`config.mk`:
```
export PLATFORM = sky130hd
export DESIGN_NAME = qsn_merge_len17
export DESIGN_NICKNAME = d
export VERILOG_FILES = /design/src/rtl/qsn_merge_len17.sv
export SDC_FILE = /design/constraint.sdc
export NUM_CORES = 1
export LEC_CHECK = 0
export CORE_AREA = 2 2 106 108
export DETAILED_ROUTE_END_ITERATION = 8
export DIE_AREA = 0 0 108 110
export GPL_ROUTABILITY_DRIVEN = 0
export PLACE_DENSITY_LB_ADDON = 0.2
export SETUP_SLACK_MARGIN = 0.02
export SLEW_MARGIN = 0
export SYNTH_ARGS = -nofsm -noshare
export SYNTH_HDL_FRONTEND = slang
export SYNTH_SLANG_ARGS = --single-unit
```
`constraint.sdc`:
```
create_clock -name sys_clk -period 8.03 [get_ports sys_clk]
set_input_delay 2.409 -clock sys_clk [delete_from_list [all_inputs] [get_ports sys_clk]]
set_output_delay 2.409 -clock sys_clk [all_outputs]
set_load 0.1 [all_outputs]
```
`src/rtl/qsn_merge_len17.sv`:
```
// rtl/qsn_merge_len17.sv - merges 17-lane QSN left/right shifter outputs into a credit-flow-controlled output FIFO
// Optional range check on the shift factor is built when QSN_MERGE_SHIFT_CHK_EN is defined.
module qsn_merge_len17 #(
    parameter int PC      = 17,
    parameter int SHIFT_W = 5,
    parameter int LAT_LR  = 1,
    parameter int DEPTH   = 3
) (
    input  logic               sys_clk,
    input  logic               rst,
    input  logic               in_valid,
    output logic               in_ready,
    input  logic [SHIFT_W-1:0] shift_factor,
    input  logic [PC-2:0]      left_in,
    input  logic [PC-1:0]      right_in,
    output logic [PC-1:0]      out_data,
    output logic               out_valid,
    input  logic               out_ready,
    output logic               shift_err
);

    localparam int CNT_W = $clog2(DEPTH + 1);
    localparam int PTR_W = (DEPTH > 1) ? $clog2(DEPTH) : 1;

    logic               accept;
    logic [SHIFT_W-1:0] s_acc;
    logic               dl_v [LAT_LR];
    logic [SHIFT_W-1:0] dl_s [LAT_LR];
    logic [PC-1:0]      mem  [DEPTH];
    logic [PTR_W-1:0]   wr_ptr;
    logic [PTR_W-1:0]   rd_ptr;
    logic [CNT_W-1:0]   count;
    logic [PC-1:0]      merged;
    logic               push;
    logic               pop;
    int                 thr;
    int                 cnt_n;
    int                 infl_n;

    assign accept    = in_valid && in_ready;
    assign out_valid = (count != '0);
    assign out_data  = out_valid ? mem[rd_ptr] : '0;
    assign push      = dl_v[LAT_LR-1];
    assign pop       = out_valid && out_ready;

`ifdef QSN_MERGE_SHIFT_CHK_EN
    logic s_illegal;
    assign s_illegal = (int'(shift_factor) >= PC);
    assign s_acc     = s_illegal ? '0 : shift_factor;
`else
    assign s_acc     = shift_factor;
`endif

    function automatic logic [PTR_W-1:0] ptr_inc(input logic [PTR_W-1:0] p);
        return (p == PTR_W'(DEPTH - 1)) ? '0 : p + 1'b1;
    endfunction

    // Lanes at or above PC-s wrap around and come from the right shifter; the top lane always does.
    always_comb begin
        thr    = (int'(dl_s[LAT_LR-1]) >= PC) ? 0 : PC - int'(dl_s[LAT_LR-1]);
        merged = '0;
        for (int i = 0; i < PC - 1; i++) begin
            merged[i] = (i >= thr) ? right_in[i] : left_in[i];
        end
        merged[PC-1] = right_in[PC-1];
    end

    // Credits count the beats that will be in the FIFO or the shifters after this edge.
    always_comb begin
        infl_n = accept ? 1 : 0;
        for (int k = 0; k < LAT_LR - 1; k++) begin
            infl_n = infl_n + (dl_v[k] ? 1 : 0);
        end
        cnt_n = int'(count) + (push ? 1 : 0) - (pop ? 1 : 0);
    end

    always_ff @(posedge sys_clk) begin
        if (rst) begin
            for (int k = 0; k < LAT_LR; k++) begin
                dl_v[k] <= 1'b0;
            end
            wr_ptr   <= '0;
            rd_ptr   <= '0;
            count    <= '0;
            in_ready <= 1'b1;
        end else begin
            dl_v[0] <= accept;
            for (int k = 1; k < LAT_LR; k++) begin
                dl_v[k] <= dl_v[k-1];
            end
            if (push) begin
                wr_ptr <= ptr_inc(wr_ptr);
            end
            if (pop) begin
                rd_ptr <= ptr_inc(rd_ptr);
            end
            count    <= CNT_W'(cnt_n);
            in_ready <= (cnt_n + infl_n) < DEPTH;
        end
    end

    always_ff @(posedge sys_clk) begin
        dl_s[0] <= s_acc;
        for (int k = 1; k < LAT_LR; k++) begin
            dl_s[k] <= dl_s[k-1];
        end
        if (push && !rst) begin
            mem[wr_ptr] <= merged;
        end
    end

`ifdef QSN_MERGE_SHIFT_CHK_EN
    always_ff @(posedge sys_clk) begin
        if (rst) begin
            shift_err <= 1'b0;
        end else if (accept && s_illegal) begin
            shift_err <= 1'b1;
        end
    end
`else
    assign shift_err = 1'b0;
`endif

endmodule

```
## Word level (Yosys, flattened, before mapping)

Memories as Yosys holds them, arrays and structs flattened. A register that Yosys moved wholly into a read port is not among the register bits.
Index checks and enable logic that the tools add are counted.

- Output and inout port bits: 20
- Word-level logic and storage cells: 71
- Register bits after elaboration: 7
- Bits in writable memories: 57
- Memories kept: 3

- $add $sub $neg: 6
- $lt $le $gt $ge: 18
- Reduce and logical (&&, ||, !) cells: 6
- Muxes and demuxes: 32
- Equal/unequal tests: 2

Memories:

| memory | depth | bits a word | read ports | clocked after Yosys merged registers in | write ports | RTL line | RTL |
|---|---|---|---|---|---|---|---|
| mem | 3 | 17 | 1 | 1 | 1 | 29 | `logic [PC-1:0] mem [DEPTH];` |
| dl_s | 1 | 5 | 1 | 0 | 1 | 28 | `logic [SHIFT_W-1:0] dl_s [LAT_LR];` |
| dl_v | 1 | 1 | 1 | 0 | 1 | 27 | `logic dl_v [LAT_LR];` |

Operator list:

| cell | count |
|---|---|
| $ge A5 B32 Y1 const A | 8 |
| $ge A4 B32 Y1 const A | 4 |
| $ge A3 B32 Y1 const A | 2 |
| $ge A1 B32 Y1 const A | 1 |
| $ge A2 B32 Y1 const A | 1 |
| $mux W32 | 1 |
| $mux W1 | 26 |
| $mux W17 | 1 |
| $mux W2 | 4 |
| $sub A5 B5 Y6 const A | 1 |
| $add A4 B2 Y5 | 1 |
| $ge A5 B5 Y1 const B | 1 |
| $lt A5 B3 Y1 const B | 1 |
| $add A2 B1 Y2 const B | 2 |
| $eq A2 B2 Y1 const B | 2 |
| $sub A3 B1 Y4 | 1 |
| $add A2 B1 Y3 | 1 |
| $logic_and A1 B1 Y1 | 3 |
| $reduce_bool A2 Y1 | 1 |
| $logic_not A1 Y1 | 1 |
| $reduce_or A1 Y1 | 1 |

## Longest topological paths before layout

Gate-level depths: netlist of the first run.

- Depth in word-level cells: 6
- Mapped depth: 11
- Gate-level depth less buffers: 11

## Least setup slack after synthesis of the first run

No wires, ideal clock.

- Kind: register to output
- Start: register (tool-made name)
- End: output out_data[11]
- Path slack: 3164 ps
- Data arrival time: 2457 ps
- Buffers on the path: 2
- Cell stages (with the launch flop): 7
- Path through: dfxtp_1 > clkbuf_1 > buf_2 > mux2i_1 > nor2_1 > a21oi_1 > nor2_1

RTL lines:

| element | RTL line | RTL |
|---|---|---|
| end: declaration | 16 | `output logic [PC-1:0] out_data,` |

==> results of run 1 <==
[registers in the layout, indices dropped and copies added (netlist names), named ones only]
| name | count |
|---|---|
| dl_s | 5 |
| count | 2 |
| dl_v | 1 |
| wr_ptr | 2 |
| in_ready | 1 |
| mem | 51 |
| rd_ptr | 2 |
[worst min-delay path: cells and delay by family, from the launching register on]
family           cells  cell delay, ns
flip-flops           1            0.34
AO/OA/AOI/OAI        1            0.08
AND/OR/NAND/NOR      1            0.08
[logic make-up (layout without fill, tap and decap cells)]
kind of cell | Yosys count | in the layout | share of synthesized area
compound gates | 53 | 53 | 0.108
xor+xnor | 3 | 3 | 0.00833
fa+ha+maj | 5 | 5 | 0.0222
buf+inv | 26 | 89 | 0.0357
flops | 66 | 66 | 0.580
mux | 34 | 34 | 0.115
other cells | 1 | 1 | 0.00119
simple gates | 86 | 86 | 0.129
[per-layer routing]
metal / global-route usage / vias up
met1: 0.152 / 1035
met4: 0.0467 / 0
met3: 0.0388 / 7
li1: - / 1108
met5: 0 / -
met2: 0.209 / 53
[power by group through the flow]
stage	Clock, W	Combinational (W)	Sequential [W]
after floorplan	0	0.000451	0.000418
after global placement	0	0.000586	0.000425
after detailed placement	0	0.000591	0.000425
after CTS	0.000256	0.000592	0.000418
after global routing	0.000268	0.000623	0.000421
final	0.000246	0.000582	0.000417
[layout make-up]
| cell class | instances | area [sq um] |
|---|---|---|
| timing repair buffer | 65 | 638 |
| clock buffer | 14 | 163 |
| clock inverter | 2 | 11.3 |
| multi-input combinational | 182 | 1230 |
| sequential | 66 | 1830 |
| fill | 1071 | 6620 |
| inverter | 8 | 30.0 |
| tap | 140 | 175 |
[cell usage in the layout (no fill, tap or decap), types with 3 or more instances in the layout]
cell type and n:
clkdlybuf4s50_1 60, nor3_1 3, dfxtp_1 15, a21oi_1 29, nor2_1 49, xnor2_1 3
mux2_2 15, mux2i_1 18, inv_1 8, buf_4 5, clkbuf_8 11, edfxtp_1 51
clkbuf_1 3, ha_1 4, nand2_1 8, o21ai_0 4, nor2b_1 7
[through the flow]
| stage | cells | power [W] | utilization | setup slack (ns) |
|---|---|---|---|---|
| finish | 477 | 0.00125 | 0.381 | 2.64 |
| global placement | 461 | 0.00101 | 0.365 | 2.93 |
| CTS | 477 | 0.00127 | 0.381 | 2.54 |
| detailed placement | 461 | 0.00102 | 0.365 | 2.91 |
| global route | 477 | 0.00131 | 0.381 | 2.35 |
| floorplan | 274 | 0.000870 | - | 3.16 |
[synthesized netlist by cell type, drive strengths merged]
library cell	n	area, sq um
a2111oi	1	15.0
a21o	2	15.0
a21oi	29	145
a221o	1	10.0
a311o	1	10.0
a31oi	2	12.5
and2	2	12.5
and3b	1	8.76
and4	1	8.76
buf	5	33.8
clkbuf	13	48.8
conb	1	3.75
dfxtp	15	300
edfxtp	51	1530
fa	1	20.0
ha	4	50.1
inv	8	30.0
mux2	16	184
mux2i	18	180
nand2	8	30.0
nand2b	2	12.5
nand3	1	5.00
nand3b	2	15.0
nand4	1	6.26
nor2	49	184
nor2b	7	43.8
nor3	4	20.0
nor3b	4	30.0
o2111a	1	11.3
o2111ai	2	17.5
o211a	2	20.0
o21ai	7	38.8
o221ai	1	15.0
o22a	1	8.76
o22ai	2	12.5
o2bb2ai	1	8.76
or2	1	6.26
or3	2	12.5
or4	1	11.3
xnor2	3	26.3
[how the worst max path moves through the flow]
stage,cells past startpoint,start,end,slack [ns]
global route,5,flip-flop,out_data[14],2.35
detailed placement,5,flip-flop,out_data[14],2.91
finish,5,flip-flop,out_data[14],2.64
global placement,5,flip-flop,out_data[14],2.93
CTS,5,flip-flop,out_data[14],2.54
floorplan,6,flip-flop,out_data[11],3.16
==> results.cfg, run 1 <==
[drt]
wl_mm = 6.80
post_drt_via_cell_ratio = 4.62
ant_nets = 0
wl_met3_um = 353
first_iter_violations = 67
dr.pass1.iters = 4
drc = 0
topRoutingLayerUsed = met4
met1_length_mm = 3.05
detail_route.wl_per_cell_um = 14.2
wl_met2_mm = 3.31
vias = 2203

[critical_path]
cpMaxStageDelayCell = clkdlybuf4s50_1
worstPathRequired_ns = 5.62
cp_max_fo = 17
critPathTopFamily = buffers and inverters
cp_slowest_stage_delay_ns = 1.15
cp_common_cell = nor2_1
regToRegEndpoint = mem[2][9]
cp_cell_sequence = mux2i_1 -> nor2_1 -> a21oi_1 -> nor2_1 -> clkdlybuf4s50_1
r2r_slack_ns = 5.36
setup.worst_path.end_class = output pin
path_class = flip-flop to output pin
critPathArrivalTime_ns = 2.98
reg2reg_from = dl_s[0][1]
cp-start-kind = flip-flop
critPathBufInv = 1
ff2ff_path_depth = 6

[power]
p_int_w = 0.000686
p_leak_nw = 1.43
ir_drop_v = 0.000205
sw_frac_of_total = 0.449
power_frac_seq = 0.335
p_comb_frac = 0.467
p_sw_w = 0.000559
powerDensity_nw_per_um2 = 306
pwr-share-clk = 0.198

[sta]
clock_skew_ns = 0.00832
setup_viol_count_final = 0
worst_slew_pin_slew_ns = 1.07
fmax_ghz = 0.185
fin_crit_sh = 0.672
min_period_ns = 5.39
rsz0062_at_grt = false
maxSlewViolCount = 0
hold_violations = 0
finalHoldWorstSlack_ns = 0.534
slew_headroom = 0.287
timing.setup.tns_ns = 0

[floorplanning]
io_pins = 62
placeableCoreArea_sq_um = 10700
initial_core_util = 0.295
dieArea_sq_um = 11900
fp-row-count = 38
fp.dieH_um = 110
die_w_um = 108

[clock_tree]
clk_pin_slew_worst_paths_ns = 0.07
cts_tree = yes
ctsHoldBuffers = 0
clock_sinks = 66
clk_latency_ns = 0.34
cts_root_buffer = clkbuf_8
cts_setup_buffers = 0
cts_made_buffers = 9
post_cts_resized = 0
clockBufferDepth = 2
htreeDepth = 3

[min_path]
min_path_type = flip-flop to flip-flop
min_to = rd_ptr[0]
hold_start = rd_ptr[0]
min_path_cells = 2

[cells_and_area]
drive_gt1_frac = 0.125
fin_nets = 379
design_area_sq_um = 4080
syn2layout_area_growth_pct = 29.1
antenna_cells = 0

[yosys]
yosysUniqueCellTypes = 45
yosysSeqAreaShare = 0.580
synth_fp_nets = 321
ys_ff_latch = 66
synth_area_sq_um = 3160
syn_inst = 274
syn_area_per_cell_sq_um = 11.5
ys_warn_count = 0

[place]
place_area_sq_um = 3900
port_buffers = 60
dp_hpwl_mm = 4.82

[global_route]
grtUsageTotal = 0.125
antenna_found_initial = 0
grt_pass1_wl_mm = 11.0
grt.overflow.total = 0
grt_max_degree = 35
grt_pass1_vias = 2133

[status]
outcome = finished clean

[job]
drv_cap = 0
Note: power is estimated with default switching activity, not from simulation.
==> run 2, diff against run 1 <==
- clock period: 8.03 -> 4.8 ns (I/O delays scaled with it)
==> run 2 against run 1 <==
Net effect:
- cell count up 0.21%
- sequential cell count unchanged
- design area down 0.92%
- critical path depth up 7
- register-to-register slack worse by 3.2 ns
- sequential share of layout area up 0.42 points
- global-route usage up 0.060 points
- non-clock buffer count up 1
==> results.cfg, run 2 (synthesized netlist as in run 1, its figures left out) <==
[floorplanning]
dieArea_sq_um = 11900
initial_core_util = 0.295
die_w_um = 108
placeableCoreArea_sq_um = 10700
io_pins = 62
fp-row-count = 38
fp.dieH_um = 110

[global_route]
grtUsageTotal = 0.126
grt.overflow.total = 0
grt_max_degree = 35
grt_pass1_wl_mm = 11.1
antenna_found_initial = 0
grt_pass1_vias = 2175

[critical_path]
path_class = input port to flip-flop
cp_max_fo = 6
setup.worst_path.end_class = flip-flop
cp-start-kind = input port
critPathArrivalTime_ns = 3.81
worstPathRequired_ns = 5.06

[place]
dp_hpwl_mm = 4.90
port_buffers = 60

[sta]
fin_crit_sh = 0.739
rsz0062_at_grt = false
clock_skew_ns = 0.00698
maxSlewViolCount = 0
timing.setup.tns_ns = 0
worst_slew_pin_slew_ns = 0.957
min_period_ns = 3.55
setup_viol_count_final = 0
fmax_ghz = 0.282
hold_violations = 0
finalHoldWorstSlack_ns = 0.545
slew_headroom = 0.360

[status]
outcome = finished clean

[cells_and_area]
fin_nets = 380
top_regs = mem (51), dl_s (5)
final_common_cell = edfxtp_1
drive_gt1_frac = 0.180
register_area_sq_um = 1830
final_cell_mix = 51 x edfxtp_1, 49 x nor2_1, 42 x clkdlybuf4s50_1
syn2layout_area_growth_pct = 28.0
multi_input_area_sq_um = 1230
largest-register = mem
antenna_cells = 0
finish.utilization = 0.377
fillers = 1104
largest_reg_flops = 51

[power]
ir_drop_v = 0.000347
total_power_w = 0.00207
p_leak_nw = 1.46
powerDensity_nw_per_um2 = 513

[clock_tree]
clock_sinks = 66
clk_latency_ns = 0.34
clk_pin_slew_worst_paths_ns = 0.07
htreeDepth = 3
post_cts_resized = 0
cts_root_buffer = clkbuf_8
cts_tree = yes
clockBufferDepth = 2
ctsHoldBuffers = 0
cts_setup_buffers = 0
cts_made_buffers = 9

[job]
drv_cap = 0

[drt]
drc = 0
wl_met3_um = 283
post_drt_via_cell_ratio = 4.61
ant_nets = 0
wl_mm = 6.95
first_iter_violations = 41
detail_route.wl_per_cell_um = 14.5
vias = 2204
topRoutingLayerUsed = met4
wl_met2_mm = 3.32
met1_length_mm = 3.28
dr.pass1.iters = 4

[min_path]
min_path_type = flip-flop to flip-flop
[run 2: changes by cell type in the layout (fill, tap and decap cells not counted)]
| cell | delta |
|---|---|
| clkdlybuf4s50_1 | -18 |
| buf_4 | +19 |
[run 2: routing by layer]
metal  GRT usage  up-vias
met3      0.0417        4
met5           0        -
met2       0.205       48
met4      0.0357        0
li1            -     1103
met1       0.160     1049
[run 2: worst paths after layout]
kind / from / to / slack [ns] / depth (start not counted)
max: out_ready / in_ready / 1.25 / 12
min: rd_ptr[1] / rd_ptr[1] / 0.55 / 2
max reg2reg: dl_s[0][1] / mem[1][9] / 2.13 / 6
min reg2reg: rd_ptr[1] / rd_ptr[1] / 0.55 / 2
[run 2: area by class of cell]
class	instances	share of cell area
multi-input cells	182	0.304
clock inverters	2	0.00279
clock buffers	14	0.0403
inverters	8	0.00744
repair buffers	66	0.149
flip-flops and latches	66	0.454
well taps	140	0.0434
[run 2: where the power goes]
group | total (W) | internal [W] | switching (W)
clock | 0.000409 | 0.000216 | 0.000193
combinational | 0.000984 | 0.000260 | 0.000725
sequential | 0.000680 | 0.000653 | 0.0000271
total | 0.00207 | 0.00113 | 0.000945
[run 2: worst max-delay path, cell delays in order]
cell             delay (ns)
clkdlybuf4s50_1        0.41
o21ai_1                0.24
xnor2_1                0.18
ha_1                   0.18
inv_1                  0.05
fa_1                   0.51
inv_1                  0.08
ha_1                   0.29
nand2_1                0.10
nand2_1                0.06
a21o_1                 0.18
o2111ai_1              0.08
[run 2: through the flow]
step	area, sq um	setup WS (ns)	cells
floorplan	3160	0.903	274
global placement	3860	0.988	462
detailed placement	3860	0.927	462
CTS	4040	1.27	478
global route	4040	1.05	478
finish	4040	1.25	478
